[src/rtl/fabric_config_loader_if.sv]
// Bus bundle between the config loader, its configuration ROM and the fabric's
// config write decoder: ROM read port plus the valid/ready frame write port.
interface fabric_config_loader_if #(
  parameter int ADDR_W = 6,
  parameter int SEL_W  = 5
);
  logic              rom_rd_en;
  logic [ADDR_W-1:0] rom_addr;
  logic [31:0]       rom_data;
  logic              cfg_valid;
  logic              cfg_ready;
  logic [SEL_W-1:0]  cfg_sel;
  logic [32:0]       cfg_data;

  modport master (
    output rom_rd_en, rom_addr, cfg_valid, cfg_sel, cfg_data,
    input  rom_data, cfg_ready
  );

  modport slave (
    input  rom_rd_en, rom_addr, cfg_valid, cfg_sel, cfg_data,
    output rom_data, cfg_ready
  );
endinterface

[src/rtl/fabric_config_loader.sv]
// Walks the configuration ROM two words per target, assembles each 33-bit frame
// and hands it to the fabric config decoder over a valid/ready write port.
module fabric_config_loader #(
  parameter int NUM_TARGETS = 20,
  parameter int BASE_ADDR   = 3,
  parameter int ADDR_W      = 6,
  parameter int SEL_W       = 5
) (
  input  logic                  clock,
  input  logic                  reset,
  input  logic                  start,
  fabric_config_loader_if.master bus,
  output logic                  busy,
  output logic                  done,
  output logic [SEL_W:0]        frames_loaded
);

  typedef enum logic [2:0] {
    IDLE   = 3'd0,
    RD_LO  = 3'd1,
    CAP_LO = 3'd2,
    CAP_HI = 3'd3,
    PUSH   = 3'd4,
    DONE   = 3'd5
  } state_t;

  localparam logic [SEL_W-1:0] LAST_INDEX = SEL_W'(NUM_TARGETS - 1);

  state_t           state;
  logic [SEL_W-1:0] index;
  logic [31:0]      lo;

  // ROM word address of a frame's low (hi=0) or high (hi=1) word, wrapping in ADDR_W bits.
  function automatic logic [ADDR_W-1:0] frame_addr(input logic [SEL_W-1:0] idx, input logic hi);
    return ADDR_W'(BASE_ADDR) + ADDR_W'({idx, 1'b0}) + ADDR_W'(hi);
  endfunction

  // Sequencer: ROM strobes and the frame port are registered on state entry.
  always_ff @(posedge clock or posedge reset) begin
    if (reset) begin
      state         <= IDLE;
      index         <= {SEL_W{1'b0}};
      lo            <= 32'h0000_0000;
      bus.rom_rd_en <= 1'b0;
      bus.rom_addr  <= {ADDR_W{1'b0}};
      bus.cfg_valid <= 1'b0;
      bus.cfg_sel   <= {SEL_W{1'b0}};
      bus.cfg_data  <= 33'h0_0000_0000;
      busy          <= 1'b0;
      done          <= 1'b0;
      frames_loaded <= {(SEL_W+1){1'b0}};
    end else begin
      case (state)
        IDLE, DONE: begin
          if (start) begin
            state         <= RD_LO;
            index         <= {SEL_W{1'b0}};
            frames_loaded <= {(SEL_W+1){1'b0}};
            done          <= 1'b0;
            busy          <= 1'b1;
            bus.rom_rd_en <= 1'b1;
            bus.rom_addr  <= frame_addr({SEL_W{1'b0}}, 1'b0);
          end else begin
            state <= state;
          end
        end
        RD_LO: begin
          state         <= CAP_LO;
          bus.rom_rd_en <= 1'b1;
          bus.rom_addr  <= frame_addr(index, 1'b1);
        end
        CAP_LO: begin
          lo            <= bus.rom_data;
          bus.rom_rd_en <= 1'b0;
          state         <= CAP_HI;
        end
        CAP_HI: begin
          // Only bit 0 of the high word belongs to the frame.
          bus.cfg_data  <= {bus.rom_data[0], lo};
          bus.cfg_sel   <= index;
          bus.cfg_valid <= 1'b1;
          state         <= PUSH;
        end
        PUSH: begin
          if (bus.cfg_ready) begin
            bus.cfg_valid <= 1'b0;
            frames_loaded <= frames_loaded + 1'b1;
            if (index == LAST_INDEX) begin
              state <= DONE;
              busy  <= 1'b0;
              done  <= 1'b1;
            end else begin
              index         <= SEL_W'(index + 1'b1);
              state         <= RD_LO;
              bus.rom_rd_en <= 1'b1;
              bus.rom_addr  <= frame_addr(SEL_W'(index + 1'b1), 1'b0);
            end
          end else begin
            state <= PUSH;
          end
        end
        default: begin
          state         <= IDLE;
          bus.rom_rd_en <= 1'b0;
          bus.cfg_valid <= 1'b0;
          busy          <= 1'b0;
          done          <= 1'b0;
        end
      endcase
    end
  end

endmodule
[src/flat_wrapper.sv]
// flat-port wrapper written by rule: the top's interface ports become plain ports
module fabric_config_loader_flat 
#(
  parameter int NUM_TARGETS = 20,
  parameter int BASE_ADDR   = 3,
  parameter int ADDR_W      = 6,
  parameter int SEL_W       = 5
)
  (clock, reset, start, busy, done, frames_loaded, bus_rom_rd_en, bus_rom_addr, bus_cfg_valid, bus_cfg_sel, bus_cfg_data, bus_rom_data, bus_cfg_ready);
  fabric_config_loader_if #(.ADDR_W(ADDR_W), .SEL_W(SEL_W)) bus_i ();
  input  logic clock;
  input  logic reset;
  input  logic start;
  output logic busy;
  output logic done;
  output logic [SEL_W:0] frames_loaded;
  output wire logic [$bits(bus_i.rom_rd_en)-1:0] bus_rom_rd_en;
  output wire logic [$bits(bus_i.rom_addr)-1:0] bus_rom_addr;
  output wire logic [$bits(bus_i.cfg_valid)-1:0] bus_cfg_valid;
  output wire logic [$bits(bus_i.cfg_sel)-1:0] bus_cfg_sel;
  output wire logic [$bits(bus_i.cfg_data)-1:0] bus_cfg_data;
  input wire logic [$bits(bus_i.rom_data)-1:0] bus_rom_data;
  input wire logic [$bits(bus_i.cfg_ready)-1:0] bus_cfg_ready;
  assign bus_rom_rd_en = bus_i.rom_rd_en;
  assign bus_rom_addr = bus_i.rom_addr;
  assign bus_cfg_valid = bus_i.cfg_valid;
  assign bus_cfg_sel = bus_i.cfg_sel;
  assign bus_cfg_data = bus_i.cfg_data;
  assign bus_i.rom_data = bus_rom_data;
  assign bus_i.cfg_ready = bus_cfg_ready;
  fabric_config_loader #(.NUM_TARGETS(NUM_TARGETS), .BASE_ADDR(BASE_ADDR), .ADDR_W(ADDR_W), .SEL_W(SEL_W)) u_core (.clock(clock), .reset(reset), .start(start), .bus(bus_i), .busy(busy), .done(done), .frames_loaded(frames_loaded));
endmodule
[config.mk]
export PLATFORM = sky130hd
export DESIGN_NAME = fabric_config_loader_flat
export DESIGN_NICKNAME = d
export VERILOG_FILES = /design/src/rtl/fabric_config_loader_if.sv /design/src/rtl/fabric_config_loader.sv /design/src/flat_wrapper.sv
export SDC_FILE = /design/constraint.sdc
export NUM_CORES = 1
export LEC_CHECK = 0
export ABC_CLOCK_PERIOD_IN_PS = 8770
export BUFFER_PORTS_ARGS = -buffer_cell sky130_fd_sc_hd__buf_2
export CAP_MARGIN = 10
export CORE_ASPECT_RATIO = 1.25
export CORE_MARGIN = 5
export CORE_UTILIZATION = 58
export DETAILED_ROUTE_END_ITERATION = 7
export PLACE_DENSITY = 0.93
export SLEW_MARGIN = 25
export SYNTH_ARGS = -nofsm -noshare
export SYNTH_HDL_FRONTEND = slang
export SYNTH_SLANG_ARGS = --single-unit
[constraint.sdc]
create_clock -name clock -period 8.77 [get_ports clock]
set_input_delay 1.754 -clock clock [delete_from_list [all_inputs] [get_ports clock]]
set_output_delay 1.754 -clock clock [all_outputs]
set_load 0.01 [all_outputs]
==> run_results.csv, run 1 <==
group,metric,value,unit
timing,finalCritPeriodShare,0.319,
drt,finalWirelength,8150,um
place,port_buffers,89,
cts,cts.clk_slew.worst_paths,90,ps
timing,hold_ws,494,ps
synth,postSynth.asyncResetShare,1.00,
timing,finClkSkew,12.9,ps
timing,worst_slew_pin_slew,820,ps
power,power_leakage,2.29,nW
cts,cts_tree,"built",
timing,final_hold_viol_count,0,
cells_and_area,final-instance-count-excl-fill,488,
cells_and_area,drive_gt1_frac,0.475,
worst_setup_path,crit_path_end_kind,"flop",
global_route,antenna_found_initial,0,
timing,fin_ws,5970,ps
place,pre_cts_slack,5600,ps
power,p_per_area,339,mW/mm2
global_route,grt_pass1_vias,2882,
synth,yosysMostFrequentCell,"dfrtp_1",
timing,finalSetupViolations,0,
worst_setup_path,startpoint_type,"input pin",
cts,h-tree-depth,3,
cells_and_area,antenna_cells,0,
flow_run,max_cap_viol_count,0,
drt,vias,2711,
synth,synthesis.area,0.00414,mm2
drt,dr.pass1.iters,4,
worst_hold_path,hp-class,"flop to flop",
synth,synth.area.top_cells,"dfrtp_1, mux2_2, o21ai_0",
cells_and_area,syn_to_final_growth,15.9,%
cts,cts_setup_buffers,0,
cts,clock-root-buffer,"clkbuf_8",
timing,slew_headroom,0.454,
synth,avgSynthCellArea,13.4,um2
synth,synth_edf_count,0,
cts,cts_sinks,94,
floorplanning,fp.dieH,104,um
power,ir_drop,225,uV
synth,synth_cell_type_count,54,
floorplanning,start_util,0.593,
timing,fmax,357,MHz
worst_setup_path,crit_arrival,3040,ps
cts,cts_buffer_depth,2,
synth,synth_cells,309,
drt,ant_nets,0,
global_route,grt_max_degree,95,
timing,drv_slew,0,
floorplanning,io_pins,90,
drt,drt_iter0_drc,82,
global_route,grt_pass1_wl,14000,um
floorplanning,rows,34,
synth,syn_nets,349,
cells_and_area,num-fill-cells,502,
worst_setup_path,cp_data_required_time,9010,ps
cts,ctsHoldBuffers,0,
worst_setup_path,path_class,"input pin to flop",
timing,rsz0062_at_grt,"false",
floorplanning,core-area,0.00698,mm2
place,gp_congestion,0.795,
global_route,grt_usage,0.197,
cells_and_area,fin_util,0.687,
cts,clk_latency,360,ps
timing,setup-tns-final,0,ps
cts,post_cts_resize_count,0,
cells_and_area,layout.nets,433,
synth,synth_common_cells,"dfrtp_1, mux2_2, nand2_1",
cells_and_area,ff_latch_area,0.00235,mm2
synth,synth_ff_type,"dfrtp_1",
synth,synth-seq-area-share,0.569,
drt,via_per_inst,5.56,
floorplanning,die_w,85.5,um
timing,period_needed,2800,ps
synth,ys_seq_elements,94,
drt,routedWlPerCell,16.7,um
status,status,"completed",
worst_setup_path,critPathMaxFanout,9,
cts,numCtsBuffers,9,
global_route,overflow,0,
synth,synth_area_leader_cell,"dfrtp_1",
drt,drc,0,
place,dp.cells,472,
cells_and_area,multiInputGateArea,0.00165,mm2
floorplanning,dieArea,0.00893,mm2
synth,yosysTopAreaCellShare,0.569,
place,dp_hpwl,5850,um
synth,ys_warn_count,0,
[critical path, stage by stage]
cell and delay [ps]:
buf_2 150, and2b_1 220, a311oi_2 370, or2_4 220
mux2_1 310
[placed cells by master (no fill, tap or decap), drive strengths merged, types with 2 or more instances in the layout]
master and n:
ha 4, nand2b 3, o31ai 5, nor3b 5
clkinv 2, a21o 5, mux2 74, clkbuf 9
nor4 2, buf 92, a311oi 2, or4 2
a21oi 6, o21ai 15, nand2 15, o32ai 2
inv 10, dfrtp 94, or3b 3, a211o 3
nor2 7, xnor2 4, nand3 7, mux2i 3
a21boi 2, and3 2
[final cells by class]
class,count,share of cell area
flip-flops and latches,94,0.491
multi-input cells,190,0.344
repair buffers,92,0.0984
clock buffers,9,0.0258
well taps,90,0.0235
clock inverters,7,0.0128
inverters,6,0.00496
[where the power goes]
| group | leakage, nW | internal (mW) | total (mW) | switching (mW) |
|---|---|---|---|---|
| registers | 1.16 | 0.620 | 0.752 | 0.132 |
| clock network | 0.0945 | 0.110 | 0.275 | 0.165 |
| logic | 1.04 | 0.320 | 0.598 | 0.278 |
| total | 2.29 | 1.05 | 1.62 | 0.574 |
[flip-flops by register name, summed over array words and instances (netlist names)]
register,count
u_core.bus.cfg_valid,1
u_core.bus.cfg_data,33
u_core.lo,32
u_core.busy,1
u_core.done,1
u_core.bus.cfg_sel,5
u_core.frames_loaded,6
u_core.bus.rom_addr,6
u_core.index,5
u_core.state,3
u_core.bus.rom_rd_en,1
[cell families (layout without fill, tap and decap cells)]
kind of cell             after synthesis  after routing  synth area share
AND/OR/NAND/NOR                       53             53            0.0772
flip-flops                            94             94             0.569
XOR/XNOR                               5              5            0.0106
AO/OA/AOI/OAI                         51             51            0.0893
buffers and inverters                 25            114            0.0333
adder cells (fa/ha/maj)                4              4            0.0121
multiplexers                          77             77             0.209
[final timing paths]
path,from,end,slack (ps),cells past startpoint
setup / recovery,start,u_core.bus.rom_addr[3]$_DFFE_PP0P_,5970,5
max in group asynchronous,reset,u_core.bus.cfg_sel[0]$_DFFE_PP0P_,6610,3
hold reg to reg,u_core.bus.rom_addr[2]$_DFFE_PP0P_,u_core.bus.rom_addr[2]$_DFFE_PP0P_,490,1
min in group asynchronous,reset,u_core.bus.cfg_data[31]$_DFFE_PP0P_,1610,3
setup reg to reg,u_core.index[0]$_DFFE_PP0P_,u_core.bus.rom_addr[3]$_DFFE_PP0P_,6480,5
hold / removal,u_core.bus.rom_addr[2]$_DFFE_PP0P_,u_core.bus.rom_addr[2]$_DFFE_PP0P_,490,1
[routing by layer]
metal  global-route usage  up-vias  wire (um)
met1                0.246     1334       3320
met5                    0        -          0
met3               0.0887       13        698
met2                0.306       78       4000
li1                     -     1286          -
met4               0.0600        0        131
[metrics by stage]
stage / instance area (um2) / total power [mW]
floorplan: 4140 / 1.17
global placement: 4600 / 1.33
detailed placement: 4610 / 1.37
CTS: 4790 / 1.64
global route: 4790 / 1.74
finish: 4790 / 1.62
No activity file was read; power rests on OpenSTA's default activity.
==> inputs of run 2 (changes only) <==
--- a/config.mk
+++ b/config.mk
@@ -5,14 +5,14 @@
 export SDC_FILE = /design/constraint.sdc
 export NUM_CORES = 1
 export LEC_CHECK = 0
-export ABC_CLOCK_PERIOD_IN_PS = 8770
+export ABC_CLOCK_PERIOD_IN_PS = 2660
 export BUFFER_PORTS_ARGS = -buffer_cell sky130_fd_sc_hd__buf_2
 export CAP_MARGIN = 10
 export CORE_ASPECT_RATIO = 1.25
 export CORE_MARGIN = 5
-export CORE_UTILIZATION = 58
+export CORE_UTILIZATION = 54
 export DETAILED_ROUTE_END_ITERATION = 7
-export PLACE_DENSITY = 0.93
+export PLACE_DENSITY = 0.88
 export SLEW_MARGIN = 25
 export SYNTH_ARGS = -nofsm -noshare
 export SYNTH_HDL_FRONTEND = slang
==> constraint.sdc (replaced) <==
create_clock -name clock -period 2.66 [get_ports clock]
set_input_delay 0.532 -clock clock [delete_from_list [all_inputs] [get_ports clock]]
set_output_delay 0.532 -clock clock [all_outputs]
set_load 0.01 [all_outputs]
==> run 2 against run 1 <==
Effect of this change: utilization shrank 3.2 points; die area grew 6.6%; clock-buffer cell count is the same; worst hold slack lost 220 ps; critical path depth is the same; cell count grew 0.61%; via count grew 0.74%; power grew to 3.4 times the previous value; routed wire length grew 2.1%; largest cell class unchanged.
==> run_results.csv, run 2 (synthesized netlist as in run 1, its figures left out) <==
group,metric,value,unit
status,status,"completed",
drt,routedWlPerCell,16.9,um
cells_and_area,max_flop_register,"u_core.bus.cfg_data",
drt,dr_wl_met2,4220,um
timing,worst_slew_pin_slew,674,ps
worst_setup_path,cp_data_required_time,2900,ps
drt,drt_iter0_drc,68,
worst_setup_path,crit-reg2reg-launch,"u_core.index[0]$_DFFE_PP0P_",
floorplanning,start_util,0.555,
global_route,antenna_found_initial,0,
cells_and_area,largest_reg_flops,33,
floorplanning,rows,35,
place,gp_congestion,0.868,
place,place_area,0.00466,mm2
timing,fmax,453,MHz
cts,cts_tree,"built",
cts,numCtsBuffers,9,
cells_and_area,syn_to_final_growth,18.0,%
drt,via_per_inst,5.56,
floorplanning,io_pins,90,
floorplanning,dieArea,0.00952,mm2
cells_and_area,layout.nets,435,
power,ir_drop,663,uV
drt,vias,2731,
cts,cts_buffer_depth,2,
cts,h-tree-depth,3,
cts,post_cts_resize_count,0,
cells_and_area,layout_commonest_cell,"dfrtp_1",
global_route,overflow,0,
cts,cts.clk_slew.worst_paths,90,ps
drt,met1_length,3300,um
place,port_buffers,89,
cells_and_area,final_cell_mix,"dfrtp_1, buf_2, mux2_2",
worst_setup_path,path_class,"flop to flop",
drt,drc,0,
floorplanning,core-area,0.00744,mm2
timing,final_hold_viol_count,0,
cts,clock-root-buffer,"clkbuf_8",
power,power.share.switching,0.340,
timing,slew_headroom,0.550,
cells_and_area,top_regs,"u_core.bus.cfg_data x33, u_core.lo x32",
worst_setup_path,crit_path_end_kind,"flop",
worst_hold_path,hp-class,"input pin to async pin",
worst_setup_path,crit_arrival,2450,ps
timing,finClkSkew,5.86,ps
cells_and_area,drive_gt1_frac,0.476,
drt,highest_layer,"met4",
global_route,grt_usage,0.193,
worst_setup_path,ff2ff_setup_slack,450,ps
worst_setup_path,ff2ff_path_depth,5,
worst_setup_path,reg2reg_to,"u_core.bus.rom_addr[3]$_DFFE_PP0P_",
timing,setup-tns-final,0,ps
cells_and_area,antenna_cells,0,
timing,finalCritPeriodShare,0.831,
cts,ctsHoldBuffers,0,
place,dp_hpwl,5960,um
cts,cts_sinks,94,
floorplanning,die_w,88.3,um
global_route,grt_pass1_wl,14300,um
worst_setup_path,critPathMaxFanout,12,
timing,finalSetupViolations,0,
power,clockPowerShare,0.188,
flow_run,max_cap_viol_count,0,
timing,drv_slew,0,
worst_setup_path,startpoint_type,"flop",
power,power_frac_comb,0.373,
timing,hold_ws,270,ps
power,p_switching,1.89,mW
power,seqPwrFrac,0.439,
timing,period_needed,2210,ps
floorplanning,fp.dieH,108,um
power,internal_power,3.66,mW
global_route,grt_pass1_vias,2953,
drt,wl_met3,642,um
power,power_leakage,2.33,nW
cts,clk_latency,350,ps
global_route,grt_max_degree,38,
drt,ant_nets,0,
cells_and_area,stdcell_area,0.00488,mm2
drt,finalWirelength,8320,um
timing,rsz0062_at_grt,"false",
power,p_per_area,1140,mW/mm2
cts,cts_setup_buffers,0,
drt,dr.pass1.iters,4,
## run 2: worst max path at each step
stage | start | end | depth (start not counted)
floorplan | u_core.index[1]$_DFFE_PP0P_ | u_core.bus.rom_addr[5]$_DFFE_PP0P_ | 5
global placement | u_core.index[0]$_DFFE_PP0P_ | u_core.bus.rom_addr[3]$_DFFE_PP0P_ | 5
detailed placement | u_core.index[0]$_DFFE_PP0P_ | u_core.bus.rom_addr[3]$_DFFE_PP0P_ | 5
CTS | u_core.index[0]$_DFFE_PP0P_ | u_core.bus.rom_addr[3]$_DFFE_PP0P_ | 5
global route | u_core.index[0]$_DFFE_PP0P_ | u_core.bus.rom_addr[2]$_DFFE_PP0P_ | 5
finish | u_core.index[0]$_DFFE_PP0P_ | u_core.bus.rom_addr[3]$_DFFE_PP0P_ | 5
## run 2: final cells by class
| class | count | area, um2 |
|---|---|---|
| repair buffers | 94 | 520 |
| well taps | 92 | 115 |
| clock inverters | 6 | 93.8 |
| flip-flops and latches | 94 | 2350 |
| clock buffers | 9 | 124 |
| inverters | 6 | 26.3 |
| fillers | 554 | 2560 |
| multi-input cells | 190 | 1650 |
## run 2: power by group through the flow
stage	Combinational, mW	Clock [mW]	Sequential [mW]
6_report	2.07	1.04	2.44
5_1_grt	2.28	1.14	2.53
4_1_cts	2.10	1.07	2.44
3_5_place_dp	2.09	0	2.46
3_3_place_gp	2.02	0	2.40
2_1_floorplan	1.38	0	2.48
## run 2: critical path, cell delays in order (launching register included)
cell and delay, ps:
dfrtp_1 580, ha_1 400, nand4bb_4 170, a311oi_2 410, or2_4 220, mux2_1 320
## run 2: per-layer routing
layer  global-route usage  up-vias
li1                     -     1286
met1                0.238     1349
met2                0.312       83
met3               0.0658       13
met4               0.0734        0
met5                    0        -
## run 2: through the flow
stage               utilization  worst slack (ps)  power (mW)  cells
global route              0.655               304        5.95    491
floorplan                     -               750        3.86    309
detailed placement        0.626               470        4.55    476
finish                    0.655               450        5.55    491
global placement          0.626               540        4.42    476
CTS                       0.655               454        5.61    491
